$ cat src/rtl/mips_key_irq_if.sv
// Coprocessor bus between the MIPS core and the key/interrupt peripheral.
//   addr_i     : bus address from the core
//   dmem_ctl_i : command (0 idle, 1 load word, 2 store word, others ignored)
//   din        : store data from the core
//   dout       : load data back to the core
// The master modport is the core side. The slave modport is the peripheral side.
interface mips_key_irq_if;
  logic [31:0] addr_i;
  logic [3:0]  dmem_ctl_i;
  logic [31:0] din;
  logic [31:0] dout;

  modport master (output addr_i, output dmem_ctl_i, output din, input dout);
  modport slave  (input addr_i, input dmem_ctl_i, input din, output dout);
endinterface

$ cat src/rtl/mips_key_irq.sv
// Debounced push-button interrupt source with a three-register bus window.
//   clk        : sole clock, rising edge
//   rst        : asynchronous, active-low reset
//   key_i      : raw push-button, asynchronous to clk, low = pressed
//   bus        : coprocessor bus (slave side): addr_i, dmem_ctl_i, din -> dout
//   irq_o      : registered level interrupt (pending AND irq_en)
//   irq_addr_o : interrupt vector, software-writable through VECTOR
// Register map, as offsets from BASE_ADDR:
//   0x0 STATUS (read only) : {press_cnt[15:8], irq_en[2], key level[1], pending[0]}
//   0x4 CTRL (write only)  : din[0] -> irq_en, din[1] = 1 clears pending
//   0x8 VECTOR (read/write): irq_addr_o
module mips_key_irq #(
  parameter logic [31:0] BASE_ADDR       = 32'h0000_2000,
  parameter logic [15:0] DEBOUNCE_CYCLES = 16'd50000,
  parameter logic [31:0] IRQ_VEC         = 32'h0000_0050
) (
  input  logic               clk,
  input  logic               rst,
  input  logic               key_i,
  mips_key_irq_if.slave      bus,
  output logic               irq_o,
  output logic [31:0]        irq_addr_o
);

  typedef enum logic [3:0] {
    CMD_IDLE  = 4'h0,
    CMD_LOAD  = 4'h1,
    CMD_STORE = 4'h2
  } cmd_e;

  typedef enum logic [1:0] {
    SEL_NONE,
    SEL_STATUS,
    SEL_CTRL,
    SEL_VECTOR
  } sel_e;

  localparam logic [15:0] CNT_LAST = DEBOUNCE_CYCLES - 16'd1;

  logic        key_s1, key_s2;
  logic        stable;
  logic [15:0] db_cnt;
  logic        pending;
  logic        irq_en;
  logic [7:0]  press_cnt;
  sel_e        sel;
  logic        is_load, is_store;
  logic        press_evt;
  logic        ctrl_wr;
  logic [31:0] status_val;

  // Address decode. Addresses outside the three-register window select nothing.
  // NOTE: every signal assigned in always_comb gets a default first. Without it,
  // a missed branch would infer a latch.
  always_comb begin
    sel = SEL_NONE;
    if (bus.addr_i == BASE_ADDR)                 sel = SEL_STATUS;
    else if (bus.addr_i == BASE_ADDR + 32'h4)    sel = SEL_CTRL;
    else if (bus.addr_i == BASE_ADDR + 32'h8)    sel = SEL_VECTOR;
  end

  assign is_load    = (bus.dmem_ctl_i == CMD_LOAD);
  assign is_store   = (bus.dmem_ctl_i == CMD_STORE);
  assign ctrl_wr    = is_store && (sel == SEL_CTRL);
  assign status_val = {16'h0, press_cnt, 5'b0, irq_en, stable, pending};

  // A press is the debounced level falling. The event is raised in the same
  // cycle that the debouncer accepts the new level.
  assign press_evt = stable && !key_s2 && (db_cnt == CNT_LAST);

  // A two-flop synchronizer. It presets to 1 (released), so reset release does not
  // look like a press.
  // NOTE: an asynchronous reset is in the sensitivity list, so reset takes effect
  // without a clock. Sequential state always uses non-blocking (<=) assignments.
  always_ff @(posedge clk or negedge rst) begin
    if (!rst) begin
      key_s1 <= 1'b1;
      key_s2 <= 1'b1;
    end else begin
      key_s1 <= key_i;
      key_s2 <= key_s1;
    end
  end

  // Debounce. A change is accepted only after DEBOUNCE_CYCLES consecutive
  // differing samples. Any agreeing sample restarts the count.
  always_ff @(posedge clk or negedge rst) begin
    if (!rst) begin
      stable <= 1'b1;
      db_cnt <= 16'h0;
    end else if (key_s2 == stable) begin
      db_cnt <= 16'h0;
    end else if (db_cnt == CNT_LAST) begin
      stable <= key_s2;
      db_cnt <= 16'h0;
    end else begin
      db_cnt <= db_cnt + 16'h1;
    end
  end

  // Pending, enable and counter. When a press event and a clear arrive in the
  // same cycle, the set wins, so an interrupt is never lost.
  always_ff @(posedge clk or negedge rst) begin
    if (!rst) begin
      pending   <= 1'b0;
      irq_en    <= 1'b0;
      press_cnt <= 8'h0;
    end else begin
      if (press_evt)                pending <= 1'b1;
      else if (ctrl_wr && bus.din[1]) pending <= 1'b0;
      if (ctrl_wr)   irq_en    <= bus.din[0];
      if (press_evt) press_cnt <= press_cnt + 8'h1;
    end
  end

  // Vector register, the registered interrupt output, and the load data path.
  // dout changes only on a load. It holds its value on all other cycles.
  always_ff @(posedge clk or negedge rst) begin
    if (!rst) begin
      irq_addr_o <= IRQ_VEC;
      irq_o      <= 1'b0;
      bus.dout   <= 32'h0;
    end else begin
      irq_o <= pending && irq_en;
      if (is_store && (sel == SEL_VECTOR)) irq_addr_o <= bus.din;
      if (is_load) begin
        unique case (sel)
          SEL_STATUS: bus.dout <= status_val;
          SEL_VECTOR: bus.dout <= irq_addr_o;
          default:    bus.dout <= 32'h0;
        endcase
      end
    end
  end

endmodule

$ cat src/flat_wrapper.sv
// flat-port wrapper written by rule: the top's interface ports become plain ports
module mips_key_irq_flat 
#(
  parameter logic [31:0] BASE_ADDR       = 32'h0000_2000,
  parameter logic [15:0] DEBOUNCE_CYCLES = 16'd50000,
  parameter logic [31:0] IRQ_VEC         = 32'h0000_0050
)
  (clk, rst, key_i, irq_o, irq_addr_o, bus_addr_i, bus_dmem_ctl_i, bus_din, bus_dout);
  mips_key_irq_if bus_i ();
  input  logic clk;
  input  logic rst;
  input  logic key_i;
  output logic irq_o;
  output logic [31:0] irq_addr_o;
  input wire logic [$bits(bus_i.addr_i)-1:0] bus_addr_i;
  input wire logic [$bits(bus_i.dmem_ctl_i)-1:0] bus_dmem_ctl_i;
  input wire logic [$bits(bus_i.din)-1:0] bus_din;
  output wire logic [$bits(bus_i.dout)-1:0] bus_dout;
  assign bus_i.addr_i = bus_addr_i;
  assign bus_i.dmem_ctl_i = bus_dmem_ctl_i;
  assign bus_i.din = bus_din;
  assign bus_dout = bus_i.dout;
  mips_key_irq #(.BASE_ADDR(BASE_ADDR), .DEBOUNCE_CYCLES(DEBOUNCE_CYCLES), .IRQ_VEC(IRQ_VEC)) u_core (.clk(clk), .rst(rst), .key_i(key_i), .bus(bus_i), .irq_o(irq_o), .irq_addr_o(irq_addr_o));
endmodule
$ cat config.mk
export PLATFORM = sky130hd
export DESIGN_NAME = mips_key_irq_flat
export DESIGN_NICKNAME = d
export VERILOG_FILES = /design/src/rtl/mips_key_irq_if.sv /design/src/rtl/mips_key_irq.sv /design/src/flat_wrapper.sv
export SDC_FILE = /design/constraint.sdc
export NUM_CORES = 1
export LEC_CHECK = 0
export ABC_CLOCK_PERIOD_IN_PS = 3500
export BUFFER_PORTS_ARGS = -buffer_cell sky130_fd_sc_hd__buf_2
export CORE_UTILIZATION = 53
export CTS_CLUSTER_DIAMETER = 30
export DETAILED_ROUTE_END_ITERATION = 12
export PLACE_DENSITY = 0.89
export SYNTH_ARGS = -nofsm -noshare
export SYNTH_HDL_FRONTEND = slang
export SYNTH_SLANG_ARGS = --single-unit
$ cat constraint.sdc
create_clock -name clk -period 3.5 [get_ports clk]
set_input_delay 0.175 -clock clk [delete_from_list [all_inputs] [get_ports clk]]
set_output_delay 0.175 -clock clk [all_outputs]
set_load 0.01 [all_outputs]
# Word-level counts from Yosys, hierarchy flattened
# Index checks and enable logic that the tools add are counted.
# totals
reg_bits	94
input_bits	71
out_inout_bits	65
wordCells	40
# classes
add_sub_neg	2
eq_ne	10
muxes	8
n_bitwise	1
n_reduce_logical	9
# op_table
operator	count
32-bit by 14-bit == test with 1-bit output, second input constant	3
32-bit case mux with 2 select lines	1
16-bit 2-to-1 mux	2
16-bit by 1-bit adder with 16-bit output, second input constant	1
16-bit == test, second input constant	1
8-bit by 1-bit adder with 8-bit output, second input constant	1
1-bit logical AND	6
2-bit 2-to-1 mux	3
2-bit == test, second input constant	2
4-bit by 1-bit == test with 1-bit output, second input constant	1
4-bit by 2-bit == test with 1-bit output, second input constant	1
2-bit by 1-bit == test with 1-bit output, second input constant	1
1-bit 2-to-1 mux	2
2-bit AND reduction	1
2-bit nonzero test	1
1-bit == test	1
1-bit zero test	1
1-bit inverter	1

# Logic depth before layout (Yosys ltp)
# depth
depth_word	9
depth_mapped	7
ltp_nobuf	6

# Worst setup path before layout
# No wires, ideal clock.
# synth_path
path_kind	reg2reg
startpoint	register u_core.db_cnt[10]
endpoint	register u_core.db_cnt[10]
setup_time_ns	0.119
arrival_ns	1.748
t_required_ns	3.381
slack_ns	1.633
path_stages_with_launch	7
n_path_buf	2
synth_period_minus_slack_ns	1.867
path_cell_list	dfrtp_1 or4b_4 nor4_4 or2_2 buf_2 buf_4 nor2_1
# synth_via
elab_chain_cells	3
word_cells_on_any_way	4
cone_classes	add/sub (1); eq/ne (1); mux (2)
# synth_lines
element	line	rtl
start: declaration	mips_key_irq.sv:42	logic [15:0] db_cnt;
start signal: assignment	mips_key_irq.sv:97	db_cnt <= db_cnt + 16'h1;
16-bit by 1-bit adder with 16-bit output or 16-bit == test (tied branches)	mips_key_irq.sv:97, mips_key_irq.sv:93	
16-bit 2-to-1 mux (*)	mips_key_irq.sv:93	end else if (db_cnt == CNT_LAST) begin
16-bit 2-to-1 mux (*)	mips_key_irq.sv:91	end else if (key_s2 == stable) begin
# Mark *: on every way between the ends. The rest lies on a longest branch, timed or not.
# A chain may end at the register's enable or synchronous reset.

# Final worst setup path
# layout_path
startpoint	input bus_addr_i[14]
endpoint	register u_core.irq_addr_o[22]
# layout_via
elab_chain_cells	6
word_cells_on_any_way	8
cone_classes	eq/ne (4); mux (3); reduce/logical (1)
# layout_lines
element	line	rtl
start: declaration	flat_wrapper.sv:15	input wire logic [$bits(bus_i.addr_i)-1:0] bus_addr_i;
32-bit by 14-bit == test with 1-bit output	mips_key_irq.sv:59	else if (bus.addr_i == BASE_ADDR + 32'h8) sel = SEL_VECTOR;
2-bit 2-to-1 mux	mips_key_irq.sv:59	
2-bit 2-to-1 mux	mips_key_irq.sv:58	else if (bus.addr_i == BASE_ADDR + 32'h4) sel = SEL_CTRL;
2-bit 2-to-1 mux (*)	mips_key_irq.sv:57	if (bus.addr_i == BASE_ADDR) sel = SEL_STATUS;
2-bit == test (*)	mips_key_irq.sv:125	if (is_store && (sel == SEL_VECTOR)) irq_addr_o <= bus.din;
1-bit logical AND (*)	mips_key_irq.sv:125	
end signal: assignment	mips_key_irq.sv:125	
end: declaration	mips_key_irq.sv:22	output logic [31:0] irq_addr_o
# Marked as above.

==> run_results.csv <==
group,metric,value,unit
sta,rsz0062_at_grt,"no",
clock_tree,cts_max_path_buffers,2,
clock_tree,path_clk_slew,90,ps
detailed_routing,detail_route.iter0.violations,100,
sta,tns,0,ps
floorplanning,die-area,7664,sq um
final_layout,fin_cells,541,
pwr,peakVddDrop,0.3332,mV
logic_synthesis,synth_fp_nets,376,
setup_path,critPathRequiredTime,3750,ps
sta,min_period,2090,ps
setup_path,cp-end-kind,"flop",
grt,grt_use_total,23.64,%
grt,grt_overflow,0,
min_path,min_path_type,"in -> reg",
setup_path,cp_max_fo,32,
sta,slew_headroom,42.32,%
setup_path,startpoint,"bus_addr_i[14]",
setup_path,ff2ff_path_depth,5,
floorplanning,fp.coreArea,6944,sq um
logic_synthesis,yosysMostFrequentCell,"dfrtp_1",
final_layout,final.fill_count,493,
setup_path,crit_type,"in -> reg",
flow_run,max_cap_viol_count,0,
logic_synthesis,yosysSeqAreaShare,60.81,%
place,dp_hpwl,6362,um
pwr,powerDensity,377.5,nW/um^2
floorplanning,io-pin-count,136,
detailed_routing,vias_per_cell,5.396,
sta,finalHoldViolations,0,
logic_synthesis,yosysTopAreaCell,"dfrtp_1",
detailed_routing,drt_pre_antenna_iters,4,
sta,maxSlewViolCount,0,
sta,worst_pin_slew,864.3,ps
logic_synthesis,netlist_area,3879,sq um
setup_path,cp_data_arrival_time,2340,ps
pwr,power_leakage,0.002634,uW
setup_path,critPathMaxStageDelay,700,ps
setup_path,r2r_start,"u_core.db_cnt[10]$_DFF_PN0_",
setup_path,path_delay_family,"simple AND/OR/NAND/NOR gates",
min_path,hp-start,"bus_din[1]",
floorplanning,fp.dieH,87.55,um
final_layout,register_area,2359,sq um
logic_synthesis,syn-instance-count,302,
clock_tree,h-tree-depth,3,
logic_synthesis,ys_ff_latch,94,
sta,fin_skew,9.131,ps
floorplanning,start_util,55.86,%
logic_synthesis,synth_edf_count,0,
logic_synthesis,synth.area.top_cells,"dfrtp_1 57%, mux2_2 9.6%, a22o_1 4.7%",
place,placed_cells_incl_taps,522,
outcome,status,"finished, final reports clean",
grt,grt_max_degree,69,
place,place_congestion,0.7567,
grt,grt_pass1_vias,2941,
final_layout,num-nets-final,513,
clock_tree,clock_latency,370,ps
setup_path,startpoint_type,"input port",
final_layout,multi_input_area,1456,sq um
sta,finalCritPeriodShare,59.72,%
detailed_routing,detail-route-antenna-nets,0,
logic_synthesis,ys.flop_type,"dfrtp_1",
min_path,hold_path_depth,2,
detailed_routing,vias,2919,
setup_path,worst-path-stages,6,
floorplanning,die_x,87.55,um
final_layout,final_layout_size_suffix_gt1_share,44.82,%
clock_tree,cts_tree,"yes",
setup_path,slowest_stage,"nand3_2",
clock_tree,numCtsBuffers,9,
setup_path,cp.buffers_inverters,1,
sta,timing.fmax,478.5,MHz
logic_synthesis,ys_types,36,
logic_synthesis,ys_async_sr_fraction,100.0,%
grt,grt_pass1_wl,13490,um
final_layout,area_growth,24.71,%
detailed_routing,route.detailed.drc,0,
logic_synthesis,netlist_top_cells_count,"89 x dfrtp_1, 33 x mux2_2, 25 x nand2_1",
logic_synthesis,synth.avg_cell_area,12.84,sq um
clock_tree,cts_setup_buffers,0,
clock_tree,clock_sinks,94,
floorplanning,row_count,30,
logic_synthesis,synth_top_area_share,57.42,%
clock_tree,cts_root_buffer,"clkbuf_8",
sta,setup_viol,0,
place,numPortBuffers,135,
detailed_routing,wl_per_cell,16.23,um
setup_path,path_cells,"buf_2 -> nor4b_1 -> nand4_1 -> nor2_1 -> nand3_2 -> mux2_2",
detailed_routing,routed_wirelength,8778,um
grt,antenna_found_initial,1,
logic_synthesis,synthesis.yosys.warnings,0,
==> metal layers <==
layer  share of wire (%)  GRT usage, %
met1                  39         27.38
met2                  54         42.12
met3                 4.4         5.467
met4                 2.3         10.28
met5                   0             0
==> state kept, by name, indices dropped and copies added, names as in the netlist <==
name / count
u_core.bus.dout: 32
u_core.db_cnt: 16
u_core.irq_addr_o: 32
u_core.irq_en: 1
u_core.irq_o: 1
u_core.key_s1: 1
u_core.key_s2: 1
u_core.pending: 1
u_core.press_cnt: 8
u_core.stable: 1
==> stage by stage <==
step / util, % / cell area, sq um / setup WS (ps) / power [uW] / hold slack, ps
finish: 69.66 / 4837 / 1410 / 1826 / 14.26
global route: 69.62 / 4835 / 1286 / 1893 / 22.71
floorplan: - / 3879 / 1633 / 1134 / -120.6
CTS: 69.62 / 4835 / 1399 / 1842 / 3.284
global placement: 66.81 / 4639 / 1109 / 1196 / 289.9
detailed placement: 66.81 / 4639 / 1009 / 1200 / 288.0
==> repair_timing <==
action | in CTS | in global routing
hold buffers | 2 | 0
resized for setup | 0 | 0
endpoints found under the hold margin | 67 | 0
==> placed cells by master (no fill, tap or decap), types with 4 or more instances in the layout <==
cell type,Yosys,routed
buf_2,4,134
dfrtp_1,89,89
mux2_2,33,33
nand2_1,25,25
nor2_1,24,24
a22o_1,21,21
xor2_1,13,13
o21ai_0,12,12
mux2i_1,11,11
clkbuf_8,0,9
xnor2_1,8,8
nand3_1,8,7
nor4_1,6,6
dfstp_2,5,5
nand4_1,4,4
==> cell families (layout without fill, tap and decap cells) <==
logic type / count (synthesis) / in the layout / synth area share [%]
adder cells (fa/ha/maj): 3 / 3 / 0.9678
XOR/XNOR: 21 / 21 / 4.742
buffers and inverters: 16 / 158 / 1.774
flip-flops: 94 / 94 / 60.81
AND/OR/NAND/NOR: 90 / 90 / 12.84
AO/OA/AOI/OAI: 34 / 34 / 6.452
multiplexers: 44 / 44 / 12.42
other: 0 / 1 / 0
==> path summary, 6_finish.rpt <==
| path | to | slack, ps |
|---|---|---|
| min | u_core.pending$_DFFE_PN0P_ | 10 |
| min in group asynchronous | u_core.irq_addr_o[17]$_DFFE_PN0P_ | 450 |
| max | u_core.irq_addr_o[22]$_DFFE_PN0P_ | 1410 |
| min reg2reg | u_core.key_s2$_DFF_PN1_ | 360 |
| max reg2reg | u_core.press_cnt[3]$_DFFE_PN0P_ | 1460 |
| max in group asynchronous | u_core.stable$_DFFE_PN1P_ | 2120 |
==> report_power, final <==
part | switching, uW | total [uW] | internal [uW] | leakage [uW]
logic | 47.7 | 85.9 | 38.2 | 0.00127
clock network | 384 | 647 | 263 | 0.0000804
registers | 2.96 | 1090 | 1090 | 0.00129
total | 435 | 1830 | 1390 | 0.00263
==> cell type report <==
class	count	share of cell area, %
antenna	1	0.05173
clock buffer	10	2.638
clock inverter	6	0.9829
inverter	3	0.2328
multi-input combinational	192	30.11
sequential	94	48.76
tap	96	2.483
timing repair buffer	139	14.74
Note: power is estimated with default switching activity, not from simulation.
